==> src/rtl/bgr_pkg.sv <==
// Shared types and constants for the background-removal sequencer.
package bgr_pkg;

  localparam int unsigned PIX_W = 8;
  localparam logic [PIX_W-1:0] SAT_MAX = 8'd255;

  typedef enum logic [3:0] {
    IDLE,
    SUM_START,
    SUM_WAIT,
    ACCUM,
    DIVIDE,
    BG_START,
    BG_WAIT,
    DONE,
    ERROR
  } state_t;

  // True when v is a non-zero power of two.
  function automatic bit is_pow2(input int unsigned v);
    return (v != 0) && ((v & (v - 1)) == 0);
  endfunction

endpackage

==> src/rtl/bg_removal_sequencer_if.sv <==
// Host / processing-element bus of the background-removal sequencer.
interface bg_removal_sequencer_if #(
  parameter int unsigned NUM_PE = 2,
  parameter int unsigned SUM_W  = 16
);
  import bgr_pkg::*;

  logic                    Go;
  logic                    Host_Ack;
  logic [PIX_W-1:0]        Threshold_in;
  logic [PIX_W-1:0]        Bg_r_in;
  logic [PIX_W-1:0]        Bg_g_in;
  logic [PIX_W-1:0]        Bg_b_in;
  logic [NUM_PE-1:0]       Qsd_in;
  logic [NUM_PE-1:0]       Qbgd_in;
  logic [NUM_PE*SUM_W-1:0] Red_sum_in;
  logic [NUM_PE*SUM_W-1:0] Green_sum_in;
  logic [NUM_PE*SUM_W-1:0] Blue_sum_in;

  logic                    Start_Sum;
  logic                    Start_BgRemoval;
  logic                    Pe_Ack;
  logic [PIX_W-1:0]        Red_exp;
  logic [PIX_W-1:0]        Green_exp;
  logic [PIX_W-1:0]        Blue_exp;
  logic [PIX_W-1:0]        Threshold;
  logic [PIX_W-1:0]        Desired_bg_r;
  logic [PIX_W-1:0]        Desired_bg_g;
  logic [PIX_W-1:0]        Desired_bg_b;
  logic                    Busy;
  logic                    Done;
  logic                    Error;

  // Host and pe array side.
  modport master (
    output Go, Host_Ack, Threshold_in, Bg_r_in, Bg_g_in, Bg_b_in,
           Qsd_in, Qbgd_in, Red_sum_in, Green_sum_in, Blue_sum_in,
    input  Start_Sum, Start_BgRemoval, Pe_Ack, Red_exp, Green_exp, Blue_exp,
           Threshold, Desired_bg_r, Desired_bg_g, Desired_bg_b, Busy, Done, Error
  );

  // Sequencer side.
  modport slave (
    input  Go, Host_Ack, Threshold_in, Bg_r_in, Bg_g_in, Bg_b_in,
           Qsd_in, Qbgd_in, Red_sum_in, Green_sum_in, Blue_sum_in,
    output Start_Sum, Start_BgRemoval, Pe_Ack, Red_exp, Green_exp, Blue_exp,
           Threshold, Desired_bg_r, Desired_bg_g, Desired_bg_b, Busy, Done, Error
  );

endinterface

==> src/rtl/channel_accumulator.sv <==
// One colour channel: sums per-pe totals, then divides by a power of two
// and saturates to a pixel value.
module channel_accumulator
  import bgr_pkg::*;
#(
  parameter int unsigned OP_W  = 16,
  parameter int unsigned ACC_W = 17,
  parameter int unsigned SHIFT = 3
) (
  input  logic             clk,
  input  logic             rst_n,
  input  logic             clear,
  input  logic             add_en,
  input  logic [OP_W-1:0]  operand,
  output logic [PIX_W-1:0] res_c
);

  logic [ACC_W-1:0] acc_q, acc_d;
  logic [ACC_W-1:0] shifted_c;

  // Clear has priority over accumulation.
  always_comb begin
    acc_d = acc_q;
    if (clear) begin
      acc_d = '0;
    end else if (add_en) begin
      acc_d = acc_q + ACC_W'(operand);
    end
  end

  // Accumulator register.
  always_ff @(posedge clk or negedge rst_n) begin
    if (!rst_n) acc_q <= '0;
    else        acc_q <= acc_d;
  end

  // Mean value clipped to the pixel range.
  always_comb begin
    shifted_c = acc_q >> SHIFT;
    if (shifted_c > ACC_W'(SAT_MAX)) res_c = SAT_MAX;
    else                             res_c = PIX_W'(shifted_c);
  end

endmodule

==> src/rtl/bg_removal_sequencer.sv <==
// Frame sequencer: runs the pe sum pass, derives the expected background
// colour, then runs the background-removal pass and reports to the host.
module bg_removal_sequencer
  import bgr_pkg::*;
#(
  parameter int unsigned NUM_PE     = 2,
  parameter int unsigned NUM_PIXELS = 4,
  parameter int unsigned SUM_W      = 16,
  parameter int unsigned TIMEOUT    = 1024
) (
  input logic                   Clk,
  input logic                   Reset,
  bg_removal_sequencer_if.slave bus
);

  localparam int unsigned TOTAL = NUM_PE * NUM_PIXELS;
  localparam int unsigned SHIFT = $clog2(TOTAL);
  localparam int unsigned ACC_W = SUM_W + $clog2(NUM_PE);
  localparam int unsigned K_W   = (NUM_PE > 1) ? $clog2(NUM_PE) : 1;
  localparam int unsigned TO_W  = (TIMEOUT > 1) ? $clog2(TIMEOUT) : 1;

  // The mean is a plain shift, so the pixel count must be a power of two.
  if (!is_pow2(TOTAL)) begin : g_size_check
    $error("NUM_PE*NUM_PIXELS must be a power of two");
  end

  state_t            state_q, state_d;
  logic [K_W-1:0]    k_q, k_d;
  logic [TO_W-1:0]   tmo_q, tmo_d;
  logic [PIX_W-1:0]  thr_q, thr_d, bgr_q, bgr_d, bgg_q, bgg_d, bgb_q, bgb_d;
  logic [PIX_W-1:0]  rexp_q, rexp_d, gexp_q, gexp_d, bexp_q, bexp_d;
  logic              start_sum_q, start_sum_d, start_bg_q, start_bg_d;
  logic              pe_ack_q, pe_ack_d, busy_q, busy_d;
  logic              done_q, done_d, error_q, error_d;
  logic              acc_clear_c, acc_add_c;
  logic [PIX_W-1:0]  rres_c, gres_c, bres_c;
  logic [SUM_W-1:0]  red_c [NUM_PE];
  logic [SUM_W-1:0]  grn_c [NUM_PE];
  logic [SUM_W-1:0]  blu_c [NUM_PE];

  // Split the flat sum buses into per-pe operands.
  for (genvar i = 0; i < NUM_PE; i++) begin : g_unpack
    assign red_c[i] = bus.Red_sum_in[i*SUM_W +: SUM_W];
    assign grn_c[i] = bus.Green_sum_in[i*SUM_W +: SUM_W];
    assign blu_c[i] = bus.Blue_sum_in[i*SUM_W +: SUM_W];
  end

  channel_accumulator #(.OP_W(SUM_W), .ACC_W(ACC_W), .SHIFT(SHIFT)) u_acc_r (
    .clk(Clk), .rst_n(Reset), .clear(acc_clear_c), .add_en(acc_add_c),
    .operand(red_c[k_q]), .res_c(rres_c)
  );
  channel_accumulator #(.OP_W(SUM_W), .ACC_W(ACC_W), .SHIFT(SHIFT)) u_acc_g (
    .clk(Clk), .rst_n(Reset), .clear(acc_clear_c), .add_en(acc_add_c),
    .operand(grn_c[k_q]), .res_c(gres_c)
  );
  channel_accumulator #(.OP_W(SUM_W), .ACC_W(ACC_W), .SHIFT(SHIFT)) u_acc_b (
    .clk(Clk), .rst_n(Reset), .clear(acc_clear_c), .add_en(acc_add_c),
    .operand(blu_c[k_q]), .res_c(bres_c)
  );

  // Next state, counters and datapath; status outputs decode the next state.
  always_comb begin
    state_d     = state_q;
    k_d         = k_q;
    tmo_d       = tmo_q;
    thr_d       = thr_q;
    bgr_d       = bgr_q;
    bgg_d       = bgg_q;
    bgb_d       = bgb_q;
    rexp_d      = rexp_q;
    gexp_d      = gexp_q;
    bexp_d      = bexp_q;
    acc_clear_c = 1'b0;
    acc_add_c   = 1'b0;

    unique case (state_q)
      IDLE: begin
        if (bus.Go) begin
          thr_d   = bus.Threshold_in;
          bgr_d   = bus.Bg_r_in;
          bgg_d   = bus.Bg_g_in;
          bgb_d   = bus.Bg_b_in;
          state_d = SUM_START;
        end
      end
      SUM_START: begin
        acc_clear_c = 1'b1;
        tmo_d       = '0;
        k_d         = '0;
        state_d     = SUM_WAIT;
      end
      SUM_WAIT: begin
        if (&bus.Qsd_in)                    state_d = ACCUM;
        else if (tmo_q == TO_W'(TIMEOUT-1)) state_d = ERROR;
        else                                tmo_d   = tmo_q + TO_W'(1);
      end
      ACCUM: begin
        acc_add_c = 1'b1;
        if (k_q == K_W'(NUM_PE-1)) state_d = DIVIDE;
        else                       k_d     = k_q + K_W'(1);
      end
      DIVIDE: begin
        rexp_d  = rres_c;
        gexp_d  = gres_c;
        bexp_d  = bres_c;
        state_d = BG_START;
      end
      BG_START: begin
        tmo_d   = '0;
        state_d = BG_WAIT;
      end
      BG_WAIT: begin
        if (&bus.Qbgd_in)                   state_d = DONE;
        else if (tmo_q == TO_W'(TIMEOUT-1)) state_d = ERROR;
        else                                tmo_d   = tmo_q + TO_W'(1);
      end
      DONE, ERROR: begin
        if (bus.Host_Ack) state_d = IDLE;
      end
      default: state_d = IDLE;
    endcase

    start_sum_d = (state_d == SUM_START);
    start_bg_d  = (state_d == BG_START);
    pe_ack_d    = (state_d == SUM_WAIT) || (state_d == ACCUM) || (state_d == DIVIDE) ||
                  (state_d == BG_WAIT)  || (state_d == DONE);
    busy_d      = (state_d != IDLE);
    done_d      = (state_d == DONE);
    error_d     = (state_d == ERROR);
  end

  // State and output registers.
  always_ff @(posedge Clk or negedge Reset) begin
    if (!Reset) begin
      state_q     <= IDLE;
      k_q         <= '0;
      tmo_q       <= '0;
      thr_q       <= '0;
      bgr_q       <= '0;
      bgg_q       <= '0;
      bgb_q       <= '0;
      rexp_q      <= '0;
      gexp_q      <= '0;
      bexp_q      <= '0;
      start_sum_q <= 1'b0;
      start_bg_q  <= 1'b0;
      pe_ack_q    <= 1'b0;
      busy_q      <= 1'b0;
      done_q      <= 1'b0;
      error_q     <= 1'b0;
    end else begin
      state_q     <= state_d;
      k_q         <= k_d;
      tmo_q       <= tmo_d;
      thr_q       <= thr_d;
      bgr_q       <= bgr_d;
      bgg_q       <= bgg_d;
      bgb_q       <= bgb_d;
      rexp_q      <= rexp_d;
      gexp_q      <= gexp_d;
      bexp_q      <= bexp_d;
      start_sum_q <= start_sum_d;
      start_bg_q  <= start_bg_d;
      pe_ack_q    <= pe_ack_d;
      busy_q      <= busy_d;
      done_q      <= done_d;
      error_q     <= error_d;
    end
  end

  assign bus.Start_Sum       = start_sum_q;
  assign bus.Start_BgRemoval = start_bg_q;
  assign bus.Pe_Ack          = pe_ack_q;
  assign bus.Red_exp         = rexp_q;
  assign bus.Green_exp       = gexp_q;
  assign bus.Blue_exp        = bexp_q;
  assign bus.Threshold       = thr_q;
  assign bus.Desired_bg_r    = bgr_q;
  assign bus.Desired_bg_g    = bgg_q;
  assign bus.Desired_bg_b    = bgb_q;
  assign bus.Busy            = busy_q;
  assign bus.Done            = done_q;
  assign bus.Error           = error_q;

endmodule

==> src/flat_wrapper.sv <==
// flat-port wrapper written by rule: the top's interface ports become plain ports
module bg_removal_sequencer_flat import bgr_pkg::*;
#(
  parameter int unsigned NUM_PE     = 2,
  parameter int unsigned NUM_PIXELS = 4,
  parameter int unsigned SUM_W      = 16,
  parameter int unsigned TIMEOUT    = 1024
)
  (Clk, Reset, bus_Go, bus_Host_Ack, bus_Threshold_in, bus_Bg_r_in, bus_Bg_g_in, bus_Bg_b_in, bus_Qsd_in, bus_Qbgd_in, bus_Red_sum_in, bus_Green_sum_in, bus_Blue_sum_in, bus_Start_Sum, bus_Start_BgRemoval, bus_Pe_Ack, bus_Red_exp, bus_Green_exp, bus_Blue_exp, bus_Threshold, bus_Desired_bg_r, bus_Desired_bg_g, bus_Desired_bg_b, bus_Busy, bus_Done, bus_Error);
  bg_removal_sequencer_if #(.NUM_PE(NUM_PE), .SUM_W(SUM_W)) bus_i ();
  input logic Clk;
  input logic Reset;
  input wire logic [$bits(bus_i.Go)-1:0] bus_Go;
  input wire logic [$bits(bus_i.Host_Ack)-1:0] bus_Host_Ack;
  input wire logic [$bits(bus_i.Threshold_in)-1:0] bus_Threshold_in;
  input wire logic [$bits(bus_i.Bg_r_in)-1:0] bus_Bg_r_in;
  input wire logic [$bits(bus_i.Bg_g_in)-1:0] bus_Bg_g_in;
  input wire logic [$bits(bus_i.Bg_b_in)-1:0] bus_Bg_b_in;
  input wire logic [$bits(bus_i.Qsd_in)-1:0] bus_Qsd_in;
  input wire logic [$bits(bus_i.Qbgd_in)-1:0] bus_Qbgd_in;
  input wire logic [$bits(bus_i.Red_sum_in)-1:0] bus_Red_sum_in;
  input wire logic [$bits(bus_i.Green_sum_in)-1:0] bus_Green_sum_in;
  input wire logic [$bits(bus_i.Blue_sum_in)-1:0] bus_Blue_sum_in;
  output wire logic [$bits(bus_i.Start_Sum)-1:0] bus_Start_Sum;
  output wire logic [$bits(bus_i.Start_BgRemoval)-1:0] bus_Start_BgRemoval;
  output wire logic [$bits(bus_i.Pe_Ack)-1:0] bus_Pe_Ack;
  output wire logic [$bits(bus_i.Red_exp)-1:0] bus_Red_exp;
  output wire logic [$bits(bus_i.Green_exp)-1:0] bus_Green_exp;
  output wire logic [$bits(bus_i.Blue_exp)-1:0] bus_Blue_exp;
  output wire logic [$bits(bus_i.Threshold)-1:0] bus_Threshold;
  output wire logic [$bits(bus_i.Desired_bg_r)-1:0] bus_Desired_bg_r;
  output wire logic [$bits(bus_i.Desired_bg_g)-1:0] bus_Desired_bg_g;
  output wire logic [$bits(bus_i.Desired_bg_b)-1:0] bus_Desired_bg_b;
  output wire logic [$bits(bus_i.Busy)-1:0] bus_Busy;
  output wire logic [$bits(bus_i.Done)-1:0] bus_Done;
  output wire logic [$bits(bus_i.Error)-1:0] bus_Error;
  assign bus_i.Go = bus_Go;
  assign bus_i.Host_Ack = bus_Host_Ack;
  assign bus_i.Threshold_in = bus_Threshold_in;
  assign bus_i.Bg_r_in = bus_Bg_r_in;
  assign bus_i.Bg_g_in = bus_Bg_g_in;
  assign bus_i.Bg_b_in = bus_Bg_b_in;
  assign bus_i.Qsd_in = bus_Qsd_in;
  assign bus_i.Qbgd_in = bus_Qbgd_in;
  assign bus_i.Red_sum_in = bus_Red_sum_in;
  assign bus_i.Green_sum_in = bus_Green_sum_in;
  assign bus_i.Blue_sum_in = bus_Blue_sum_in;
  assign bus_Start_Sum = bus_i.Start_Sum;
  assign bus_Start_BgRemoval = bus_i.Start_BgRemoval;
  assign bus_Pe_Ack = bus_i.Pe_Ack;
  assign bus_Red_exp = bus_i.Red_exp;
  assign bus_Green_exp = bus_i.Green_exp;
  assign bus_Blue_exp = bus_i.Blue_exp;
  assign bus_Threshold = bus_i.Threshold;
  assign bus_Desired_bg_r = bus_i.Desired_bg_r;
  assign bus_Desired_bg_g = bus_i.Desired_bg_g;
  assign bus_Desired_bg_b = bus_i.Desired_bg_b;
  assign bus_Busy = bus_i.Busy;
  assign bus_Done = bus_i.Done;
  assign bus_Error = bus_i.Error;
  bg_removal_sequencer #(.NUM_PE(NUM_PE), .NUM_PIXELS(NUM_PIXELS), .SUM_W(SUM_W), .TIMEOUT(TIMEOUT)) u_core (.Clk(Clk), .Reset(Reset), .bus(bus_i));
endmodule
==> config.mk <==
export PLATFORM = sky130hd
export DESIGN_NAME = bg_removal_sequencer_flat
export DESIGN_NICKNAME = d
export VERILOG_FILES = /design/src/rtl/bgr_pkg.sv /design/src/rtl/bg_removal_sequencer_if.sv /design/src/rtl/channel_accumulator.sv /design/src/rtl/bg_removal_sequencer.sv /design/src/flat_wrapper.sv
export SDC_FILE = /design/constraint.sdc
export NUM_CORES = 1
export LEC_CHECK = 0
export CAP_MARGIN = 10
export CORE_MARGIN = 3
export CORE_UTILIZATION = 50
export CTS_CLUSTER_SIZE = 40
export DETAILED_ROUTE_END_ITERATION = 8
export PLACE_DENSITY = 0.78
export SLEW_MARGIN = 20
export SYNTH_ARGS = -nofsm -noshare
export SYNTH_HDL_FRONTEND = slang
export SYNTH_SLANG_ARGS = --single-unit
==> constraint.sdc <==
create_clock -name Clk -period 3.9 [get_ports Clk]
set_input_delay 0.975 -clock Clk [delete_from_list [all_inputs] [get_ports Clk]]
set_output_delay 0.975 -clock Clk [all_outputs]
set_load 0.02 [all_outputs]
==> results.txt <==
outcome - finished, final reports clean
final hold violation count - 0
Syn Std Cell Area - 7990 um2
Hold Startpoint - u_core.bus.Red_exp[7]$_DFFE_PN0N_
Critical-path top delay cell - fa_1
final setup TNS - 0 ns
# rows - 45
sequential-to-total area share from yosys stat - 0.401
share of cells above drive strength 1 - 0.105
WL/cell - 16.2 um
Final Total Pwr - 8990 uW
CTS Buf Count - 17
gr usage total - 0.240
Req. time, crit path - 4.20 ns
nets - 1273
Placer Congestion - 0.865
Fmax - 294 MHz
initial antenna violation count - 0
final slew viol count - 0
Min Clock Period, post-route - 3.40 ns
setup ws final - 0.500 ns
post_cts resized - 0
RSZ-0062 raised after global routing - false
cells after synthesis - 894
Seq cells post-synth - 128
Routed Antenna Nets - 0
Area Growth Syn to Fin - 34.7%
number of setup buffers added after CTS - 0
drt drc - 0
Worst path max stage delay - 0.43 ns
Fill cells - 1231
CTS Hold Buffers Added - 0
first-pass GRT wire length - 34.8 mm
hold_ws - 0.466 ns
Power Density - 835 nW/um2
via count of the routed design - 7373
worst setup path start - bus_Green_sum_in[0]
CTS Root Cell - clkbuf_16
Slew @ Worst Pin - 0.991 ns
commonest non-fill, non-tap cell in the layout - clkdlybuf4s50_1
full die area - 17500 um2
Post-Route WL - 21.2 mm
Fin Clk Skew - 0.00798 ns
I/O Buffers - 197
diodes inserted - 0
Crit Path Class - in -> reg
type of the worst min-delay path - reg -> reg
number of flops mapped to enable cells by yosys - 0
crit-path cells - clkdlybuf4s50_1 > mux2_2 > ha_1 > fa_1 > a211oi_1 > o21ai_0 > a211oi_1 > o21bai_1 > or2_2 > a32o_1
DRT iter0 DRCs - 405
clk buf depth - 2
CTS tree - done
P_int - 5070 uW
max cap viols - 0
crit start category - input pin
Most Frequent Cell on Critical Path - a211oi_1
Synth Net Count - 1082
setup violators final - 0
arrival time of the worst setup path - 3.70 ns
crit-path max FO - 3
drt pass-1 iters - 5
Die X - 132 um
drt via density - 5.63
largest net degree at the start of global routing - 66
top-area cell type share of the netlist area - 0.401
Max-slew headroom - 0.338
Top FF cell, synth - dfrtp_1
most frequent cells in the layout - clkdlybuf4s50_1 (196), nand2_1 (193), dfrtp_1 (127)
switching portion of total power - 0.436
Clock transition at path regs - 0.06 ns
core area - 15400 um2
Comb power frac - 0.562
Sw Pwr - 3920 uW
post-synthesis async set-or-reset flop share - 1.00
# IOs - 198
worst slack, placed - 0.0669 ns
Avg Cell Area, Syn - 8.94 um2
leakage - 0.00474 uW
library cells used by synthesis - 62
register area - 3200 um2
vias in the first global route - 7161
initial core utilization - 0.518
Synth Warn # - 0
Die Y - 132 um
Clock Latency Late Sink - 0.42 ns
fin crit share - 0.872
Clock Power Share - 0.176
Multi-input gate area - 4580 um2
DP Wirelength - 15.5 mm
H-tree depth - 4
dominant cell type by area after synthesis - dfrtp_1
peak supply drop - 0.390 mV
worst r2r src - u_core.k_q$_DFFE_PN0P_
grt total ovfl - 0
Critical Path Sink Type - register
clock sinks - 128
Reg power frac - 0.262
Synth area leaders - dfrtp_1 (40%), nand2_1 (9.1%), ha_1 (7.7%), mux2_2 (6.8%), o21ai_0 (4.6%)
## sequential cells by signal (all words and copies together) (netlist names), 4 cells and up
| signal | flops |
|---|---|
| u_core.bus.Blue_exp | 8 |
| u_core.u_acc_b.acc_q | 17 |
| u_core.bus.Desired_bg_g | 8 |
| u_core.bus.Red_exp | 8 |
| u_core.u_acc_g.acc_q | 17 |
| u_core.state_q | 4 |
| u_core.bus.Threshold | 8 |
| u_core.bus.Green_exp | 8 |
| u_core.bus.Desired_bg_b | 8 |
| u_core.u_acc_r.acc_q | 17 |
| u_core.tmo_q | 10 |
| u_core.bus.Desired_bg_r | 8 |
## metrics by stage
step	instances	utilization	area, um2
after floorplan	894	-	7990
after global placement	1277	0.660	10200
after detailed placement	1277	0.660	10200
after CTS	1309	0.698	10800
after global routing	1309	0.698	10800
final	1309	0.698	10800
## Yosys cell counts, types with 3 or more instances
cell and count:
a21oi_1 41, a32o_1 4, nand2_1 193, a31o_2 3, dfrtp_1 128, a31oi_1 3
a22oi_1 3, nor2b_1 7, nand4_1 10, or4_1 3, o31ai_1 7, xnor2_1 22
a221oi_1 3, nand3b_1 3, xor2_1 6, clkbuf_1 31, inv_1 15, a211oi_1 15
mux2i_1 6, a21o_1 13, mux2_2 48, or3_1 7, nor2_1 59, and3_1 6
o211ai_1 7, or2_2 5, nor3_1 21, nand3_1 26, a22o_1 7, ha_1 49
o21ai_0 74, o21bai_1 10, buf_2 4, fa_1 3, nor4_1 5, nand2b_1 4
o21ai_1 3, a211o_1 3, o21a_1 10
## power groups by stage
stage	combinational [uW]	clock, uW	sequential, uW
floorplan	3210	0	2590
global placement	4930	0	2350
detailed placement	5030	0	2370
CTS	5060	1610	2350
global route	5590	1660	2440
finish	5050	1580	2360
## cells by family after synthesis
group / synth area share
simple gates: 0.204
compound gates: 0.179
flops: 0.401
mux: 0.0751
buf+inv: 0.0260
fa+ha+maj: 0.0842
xor+xnor: 0.0307
## final timing paths
path | endpoint | slack (ns) | cells after the start
min reg2reg | u_core.bus.Red_exp[7]$_DFFE_PN0N_ | 0.47 | 2
max | u_core.u_acc_g.acc_q[10]$_DFFE_PN0P_ | 0.50 | 10
max in group asynchronous | u_core.u_acc_r.acc_q[14]$_DFFE_PN0P_ | 2.62 | 2
max reg2reg | u_core.u_acc_b.acc_q[16]$_DFFE_PN0P_ | 0.62 | 9
min in group asynchronous | u_core.bus.Desired_bg_g[5]$_DFFE_PN0P_ | 0.56 | 1
min | u_core.bus.Red_exp[7]$_DFFE_PN0N_ | 0.47 | 2
## critical path, delay by kind of cell
kind / cells / cell delay, ns
simple gates: 1 / 0.28
compound gates: 5 / 1.14
mux: 1 / 0.26
buf+inv: 1 / 0.39
fa+ha+maj: 2 / 0.65
## metal layers
metal | track usage | vias up | part of all wire
met2 | 0.405 | 261 | 0.47
met3 | 0.0551 | 35 | 0.064
li1 | - | 3598 | -
met5 | 0 | - | 0
met1 | 0.311 | 3479 | 0.45
met4 | 0.0704 | 0 | 0.015
## cell type report
cell class / instances / share of cell area
timing repair buffer: 210 / 0.192
inverter: 15 / 0.00523
tap: 211 / 0.0245
sequential: 128 / 0.298
multi-input combinational: 713 / 0.426
clock inverter: 15 / 0.0153
clock buffer: 17 / 0.0395
Power figures use the tool's default switching activity.
